`src/rtl/mem_request_sequencer_if.sv`:
```
// Request/response handshake bundle for mem_request_sequencer.
// The master side issues requests and consumes responses; the slave side is the sequencer.
interface mem_request_sequencer_if #(
    parameter int ADDR_WIDTH = 4,
    parameter int DATA_WIDTH = 4
);
    logic                  req_valid;
    logic                  req_ready;
    logic                  req_write;
    logic [ADDR_WIDTH-1:0] req_addr;
    logic [DATA_WIDTH-1:0] req_data;
    logic                  resp_valid;
    logic [ADDR_WIDTH-1:0] resp_addr;
    logic [DATA_WIDTH-1:0] resp_data;

    modport master (
        output req_valid, req_write, req_addr, req_data,
        input  req_ready, resp_valid, resp_addr, resp_data
    );

    modport slave (
        input  req_valid, req_write, req_addr, req_data,
        output req_ready, resp_valid, resp_addr, resp_data
    );
endinterface

```
`src/rtl/mem_request_sequencer.sv`:
```
// In-order request FIFO feeding a setup/strobe/hold sequencer for a small
// asynchronous-read memory; read data comes back on a one-cycle response strobe.
module mem_request_sequencer #(
    parameter int ADDR_WIDTH = 4,
    parameter int DATA_WIDTH = 4,
    parameter int DEPTH      = 4
) (
    input  logic                        clk,
    input  logic                        rst,
    mem_request_sequencer_if.slave      bus,
    output logic [ADDR_WIDTH-1:0]       mem_address,
    output logic [DATA_WIDTH-1:0]       mem_data_in,
    output logic                        mem_write_enable,
    input  logic [DATA_WIDTH-1:0]       mem_data_out,
    output logic                        busy,
    output logic [$clog2(DEPTH):0]      count
);
    localparam int PW = $clog2(DEPTH);
    localparam int CW = $clog2(DEPTH) + 1;
    localparam logic [CW-1:0] FULL_COUNT = CW'(DEPTH);
    localparam logic [CW-1:0] ONE_COUNT  = CW'(1'b1);
    localparam logic [PW-1:0] ONE_PTR    = PW'(1'b1);

    typedef enum logic [2:0] {
        IDLE    = 3'd0,
        SETUP   = 3'd1,
        WRITE   = 3'd2,
        HOLD    = 3'd3,
        CAPTURE = 3'd4
    } state_t;

    state_t                state_r;
    state_t                state_s;
    logic [DEPTH-1:0]      fifo_write_r;
    logic [ADDR_WIDTH-1:0] fifo_addr_r [DEPTH];
    logic [DATA_WIDTH-1:0] fifo_data_r [DEPTH];
    logic [PW-1:0]         wr_ptr_r;
    logic [PW-1:0]         rd_ptr_r;
    logic [CW-1:0]         count_r;
    logic                  cur_write_r;
    logic [ADDR_WIDTH-1:0] mem_address_r;
    logic [DATA_WIDTH-1:0] mem_data_in_r;
    logic                  mem_we_r;
    logic                  resp_valid_r;
    logic [ADDR_WIDTH-1:0] resp_addr_r;
    logic [DATA_WIDTH-1:0] resp_data_r;
    logic                  full_s;
    logic                  empty_s;
    logic                  push_s;
    logic                  pop_s;

    // FIFO status and handshake qualification
    always_comb begin
        full_s  = (count_r == FULL_COUNT);
        empty_s = (count_r == {CW{1'b0}});
        push_s  = bus.req_valid && !full_s;
        pop_s   = (state_r == IDLE) && !empty_s;
    end

    // Next-state logic of the access sequencer
    always_comb begin
        state_s = state_r;
        case (state_r)
            IDLE: begin
                if (pop_s) state_s = SETUP;
                else       state_s = IDLE;
            end
            SETUP: begin
                if (cur_write_r) state_s = WRITE;
                else             state_s = CAPTURE;
            end
            WRITE:   state_s = HOLD;
            HOLD:    state_s = IDLE;
            CAPTURE: state_s = IDLE;
            default: state_s = IDLE;
        endcase
    end

    // State register
    always_ff @(posedge clk or posedge rst) begin
        if (rst) state_r <= IDLE;
        else     state_r <= state_s;
    end

    // FIFO storage, pointers and separate occupancy counter
    always_ff @(posedge clk or posedge rst) begin
        if (rst) begin
            fifo_write_r <= {DEPTH{1'b0}};
            for (int i = 0; i < DEPTH; i++) begin
                fifo_addr_r[i] <= {ADDR_WIDTH{1'b0}};
                fifo_data_r[i] <= {DATA_WIDTH{1'b0}};
            end
            wr_ptr_r <= {PW{1'b0}};
            rd_ptr_r <= {PW{1'b0}};
            count_r  <= {CW{1'b0}};
        end else begin
            if (push_s) begin
                fifo_write_r[wr_ptr_r] <= bus.req_write;
                fifo_addr_r[wr_ptr_r]  <= bus.req_addr;
                fifo_data_r[wr_ptr_r]  <= bus.req_data;
                wr_ptr_r               <= wr_ptr_r + ONE_PTR;
            end
            if (pop_s) rd_ptr_r <= rd_ptr_r + ONE_PTR;
            case ({push_s, pop_s})
                2'b10:   count_r <= count_r + ONE_COUNT;
                2'b01:   count_r <= count_r - ONE_COUNT;
                default: count_r <= count_r;
            endcase
        end
    end

    // Memory pins and response: address/data only move on the pop edge,
    // write strobe is decoded from the next state so it stays a clean flop output
    always_ff @(posedge clk or posedge rst) begin
        if (rst) begin
            cur_write_r   <= 1'b0;
            mem_address_r <= {ADDR_WIDTH{1'b0}};
            mem_data_in_r <= {DATA_WIDTH{1'b0}};
            mem_we_r      <= 1'b0;
            resp_valid_r  <= 1'b0;
            resp_addr_r   <= {ADDR_WIDTH{1'b0}};
            resp_data_r   <= {DATA_WIDTH{1'b0}};
        end else begin
            if (pop_s) begin
                cur_write_r   <= fifo_write_r[rd_ptr_r];
                mem_address_r <= fifo_addr_r[rd_ptr_r];
                mem_data_in_r <= fifo_data_r[rd_ptr_r];
            end
            mem_we_r     <= (state_s == WRITE);
            resp_valid_r <= (state_r == CAPTURE);
            if (state_r == CAPTURE) begin
                resp_addr_r <= mem_address_r;
                resp_data_r <= mem_data_out;
            end
        end
    end

    assign bus.req_ready    = !full_s;
    assign bus.resp_valid   = resp_valid_r;
    assign bus.resp_addr    = resp_addr_r;
    assign bus.resp_data    = resp_data_r;
    assign mem_address      = mem_address_r;
    assign mem_data_in      = mem_data_in_r;
    assign mem_write_enable = mem_we_r;
    assign busy             = (state_r != IDLE) || !empty_s;
    assign count            = count_r;
endmodule

```
`src/flat_wrapper.sv`:
```
// flat-port wrapper written by rule: the top's interface ports become plain ports
module mem_request_sequencer_flat 
#(
    parameter int ADDR_WIDTH = 4,
    parameter int DATA_WIDTH = 4,
    parameter int DEPTH      = 4
)
  (clk, rst, mem_address, mem_data_in, mem_write_enable, mem_data_out, busy, count, bus_req_valid, bus_req_write, bus_req_addr, bus_req_data, bus_req_ready, bus_resp_valid, bus_resp_addr, bus_resp_data);
  mem_request_sequencer_if #(.ADDR_WIDTH(ADDR_WIDTH), .DATA_WIDTH(DATA_WIDTH)) bus_i ();
  input  logic clk;
  input  logic rst;
  output logic [ADDR_WIDTH-1:0] mem_address;
  output logic [DATA_WIDTH-1:0] mem_data_in;
  output logic mem_write_enable;
  input  logic [DATA_WIDTH-1:0] mem_data_out;
  output logic busy;
  output logic [$clog2(DEPTH):0] count;
  input wire logic [$bits(bus_i.req_valid)-1:0] bus_req_valid;
  input wire logic [$bits(bus_i.req_write)-1:0] bus_req_write;
  input wire logic [$bits(bus_i.req_addr)-1:0] bus_req_addr;
  input wire logic [$bits(bus_i.req_data)-1:0] bus_req_data;
  output wire logic [$bits(bus_i.req_ready)-1:0] bus_req_ready;
  output wire logic [$bits(bus_i.resp_valid)-1:0] bus_resp_valid;
  output wire logic [$bits(bus_i.resp_addr)-1:0] bus_resp_addr;
  output wire logic [$bits(bus_i.resp_data)-1:0] bus_resp_data;
  assign bus_i.req_valid = bus_req_valid;
  assign bus_i.req_write = bus_req_write;
  assign bus_i.req_addr = bus_req_addr;
  assign bus_i.req_data = bus_req_data;
  assign bus_req_ready = bus_i.req_ready;
  assign bus_resp_valid = bus_i.resp_valid;
  assign bus_resp_addr = bus_i.resp_addr;
  assign bus_resp_data = bus_i.resp_data;
  mem_request_sequencer #(.ADDR_WIDTH(ADDR_WIDTH), .DATA_WIDTH(DATA_WIDTH), .DEPTH(DEPTH)) u_core (.clk(clk), .rst(rst), .bus(bus_i), .mem_address(mem_address), .mem_data_in(mem_data_in), .mem_write_enable(mem_write_enable), .mem_data_out(mem_data_out), .busy(busy), .count(count));
endmodule
```
`config.mk`:
```
export PLATFORM = sky130hd
export DESIGN_NAME = mem_request_sequencer_flat
export DESIGN_NICKNAME = d
export VERILOG_FILES = /design/src/rtl/mem_request_sequencer_if.sv /design/src/rtl/mem_request_sequencer.sv /design/src/flat_wrapper.sv
export SDC_FILE = /design/constraint.sdc
export NUM_CORES = 1
export LEC_CHECK = 0
export CELL_PAD_IN_SITES_DETAIL_PLACEMENT = 1
export CELL_PAD_IN_SITES_GLOBAL_PLACEMENT = 1
export CORE_UTILIZATION = 49
export CTS_CLUSTER_DIAMETER = 150
export DETAILED_ROUTE_END_ITERATION = 8
export GPL_TIMING_DRIVEN = 0
export HOLD_SLACK_MARGIN = 0.1
export PLACE_DENSITY = 0.88
export SYNTH_ARGS = -nofsm -noshare
export SYNTH_HDL_FRONTEND = slang
export SYNTH_SLANG_ARGS = --single-unit
```
`constraint.sdc`:
```
create_clock -name clk -period 6.2 [get_ports clk]
set_clock_uncertainty 0.05 [all_clocks]
set_input_delay 1.24 -clock clk [delete_from_list [all_inputs] [get_ports clk]]
set_output_delay 1.24 -clock clk [all_outputs]
set_load 0.01 [all_outputs]
```
==> metrics.txt <==
status finished clean; setup TNS 0 ns; P_sw 641 uW; initial antenna violation count 0; routability cong. 0.696; sequential cell area fraction in the yosys report 0.575; CP startpoint kind flip-flop; Vias per Instance 5.33; drt pass-1 iters 3; CP Data Arrival Time 1.81 ns; routing usage on met2 0.386; Starting Density 0.511; maximum VDD drop 0.000262 V; crit path to bus_req_ready; Internal 1330 uW; RSZ-0062 raised after global routing no; GRT Overall Usage 0.215; Core Area 5540 sq um; grt met1 use 0.251; placed cell areas 3310 sq um; top cell type's share of synthesized area 0.575; leakage power 0.00150 uW; post-detail-place hpwl 4.03 mm; post-CTS setup buffer count 0; first-pass GRT wire length 9.50 mm; Synth area leaders dfrtp_1, mux2_2, mux4_2; worst r2r src u_core.state_r[1]$_DFF_PP0_; Sw Ratio 0.325; hold_buf cts 0; top-count cell post-synth dfrtp_1; Filler cells 519; CTS buffer count 9; Top delay family on crit path buffers and inverters; peak fanout along the critical path 6; Buffers on Ports 37; FF-to-FF path depth 9; Min Clock Period, post-route 3.10 ns; worst r2r dst u_core.count[2]$_DFFE_PP0P_; cell count along the critical path 3; Syn Inst Count 173; share of layout cells above drive strength 1 0.366; pre-CTS WS 3.40 ns; combinational share of power 0.444; Max Cap Violations 0; CTS tree built; Synth Warn # 0; # setup viols final 0; sequential share of power 0.397; Primary FF master, synth dfrtp_1; cell area power density 567 nW/um^2; top cells by count, synth dfrtp_1, mux2_2, inv_1; worst hold path class flip-flop to flip-flop; clock latency on the worst-skew pair 0.33 ns; Remaining Overflow, GRT 0; Design Power 1970 uW; Mean Syn Cell Area 16.4 sq um; placed insts 283; CTS H-Tree Depth 3; chip height 78 microns; Post-synth EDFFs 0; multi-input logic area 1140 sq um; Die X 78 microns; vias in the first global route 1873; Worst slew margin 0.525; CP Buf/Inv Count 2; Crit Path Category flip-flop to output port; Synth async-reset ratio 1.00; FF/Latch Area 1630 sq um; clk sink count 65; post-route cell area 3480 sq um; Largest stage delay, worst path 0.48 ns; post-synth top area cell dfrtp_1; actual slew at the worst max-slew pin 0.713 ns; Synth Cell Area 2830 sq um; detailed router's first-iteration violation count 70; Clk network pwr share 0.159; clk slew on worst S/H paths 0.07 ns; crit-path cells or3b_1 > buf_6 > clkdlybuf4s50_1; fmax 322 MHz; Setup crit end kind output port; FF-to-FF setup slack 3.79 ns; Final Cycle Share 0.501; GR peak layer met2; fin cells 299; M3 GR Usage 0.0553; CTS Root Cell clkbuf_8; pin count of the biggest net entering global routing 50; Row Count 27; final hold vios 0; diode count 0; wirelength, routed 5.62 mm; Top-Level Pins 39; Layout Nets 244; Syn Nets 195; worst setup margin 3.10 ns; WP data required 4.91 ns; post-CTS resize count 0; Die ar. 6080 sq um; Crit. Startpoint u_core.count[0]$_DFFE_PP0P_; detailed-route wire length per cell 18.8 microns; Worst path slowest cell clkdlybuf4s50_1; CTS Buffer Depth 2; Synth Register Bits 65; synth-to-layout area growth 23.1%; # DRC 0; via count 1595; max-slew violations 0; antenna-violating nets left 0; distinct cell type count of the synthesized netlist 28
through the flow:
step / utilization / hold WS (ns)
after detailed placement: 0.598 / 0.443
after global placement: 0.594 / 0.419
after floorplan: - / 0.380
after CTS: 0.629 / 0.458
final: 0.629 / 0.453
after global routing: 0.629 / 0.463
sequential cells by signal (all words and copies together), names as in the netlist:
register,count
u_core.fifo_addr_r,16
u_core.fifo_write_r,4
u_core.wr_ptr_r,2
u_core.bus.resp_data,4
u_core.count,3
u_core.fifo_data_r,16
u_core.bus.resp_valid,1
u_core.mem_write_enable,1
u_core.bus.resp_addr,4
u_core.mem_data_in,4
u_core.mem_address,4
u_core.cur_write_r,1
u_core.rd_ptr_r,2
u_core.state_r,3
cells in the final DEF, fill, tap and decap left out, drive strengths merged, types with 4 or more instances in the layout:
| cell type | netlist | routed |
|---|---|---|
| buf | 5 | 6 |
| clkbuf | 0 | 13 |
| clkdlybuf4s50 | 0 | 37 |
| dfrtp | 65 | 65 |
| ha | 5 | 5 |
| inv | 7 | 7 |
| mux2 | 54 | 54 |
| mux4 | 9 | 9 |
| nand3 | 5 | 5 |
| xnor2 | 4 | 4 |
logic make-up after synthesis:
kind of cell	Yosys count	synth area share
xor+xnor	6	0.0186
compound gates	2	0.00442
flops	65	0.575
simple gates	18	0.0548
buf+inv	12	0.0230
mux	64	0.295
fa+ha+maj	6	0.0292
power groups by stage:
stage / Clock (uW) / Combinational (uW) / Sequential, uW
2_1_floorplan: 0 / 574 / 776
3_3_place_gp: 0 / 830 / 756
3_5_place_dp: 0 / 891 / 792
4_1_cts: 319 / 897 / 786
5_1_grt: 339 / 948 / 812
6_report: 314 / 877 / 783
layer usage:
layer,vias up,wire length [microns]
met5,-,0
met4,0,64
met3,8,181
met2,34,3100
met1,830,2270
li1,723,-
cell type report:
| class | count | share of cell area |
|---|---|---|
| Clock buffer | 13 | 0.0456 |
| Sequential cell | 65 | 0.467 |
| Inverter | 7 | 0.00826 |
| Timing Repair Buffer | 38 | 0.112 |
| Clock inverter | 3 | 0.00431 |
| Buffer | 5 | 0.0104 |
| Multi-Input combinational cell | 96 | 0.327 |
| Tap cell | 72 | 0.0259 |
worst register-to-register path: cells and delay by family (launching register included):
kind          cells  cell delay, ns
xor+xnor          2            0.34
fa+ha+maj         2            0.58
buf+inv           2            0.24
flops             1            0.45
simple gates      3            0.68
worst min path at each step:
stage	startpoint	end	slack (ns)	cells after the start
CTS	u_core.fifo_data_r[10]$_DFFE_PP0P_	u_core.fifo_data_r[10]$_DFFE_PP0P_	0.46	1
detailed placement	u_core.fifo_data_r[10]$_DFFE_PP0P_	u_core.fifo_data_r[10]$_DFFE_PP0P_	0.44	1
global placement	u_core.fifo_data_r[8]$_DFFE_PP0P_	u_core.fifo_data_r[8]$_DFFE_PP0P_	0.42	1
floorplan	u_core.cur_write_r$_DFFE_PP0P_	u_core.state_r[2]$_DFF_PP0_	0.38	1
finish	u_core.cur_write_r$_DFFE_PP0P_	u_core.state_r[2]$_DFF_PP0_	0.45	1
global route	u_core.cur_write_r$_DFFE_PP0P_	u_core.state_r[2]$_DFF_PP0_	0.46	1
No activity file was read; power rests on OpenSTA's default activity.
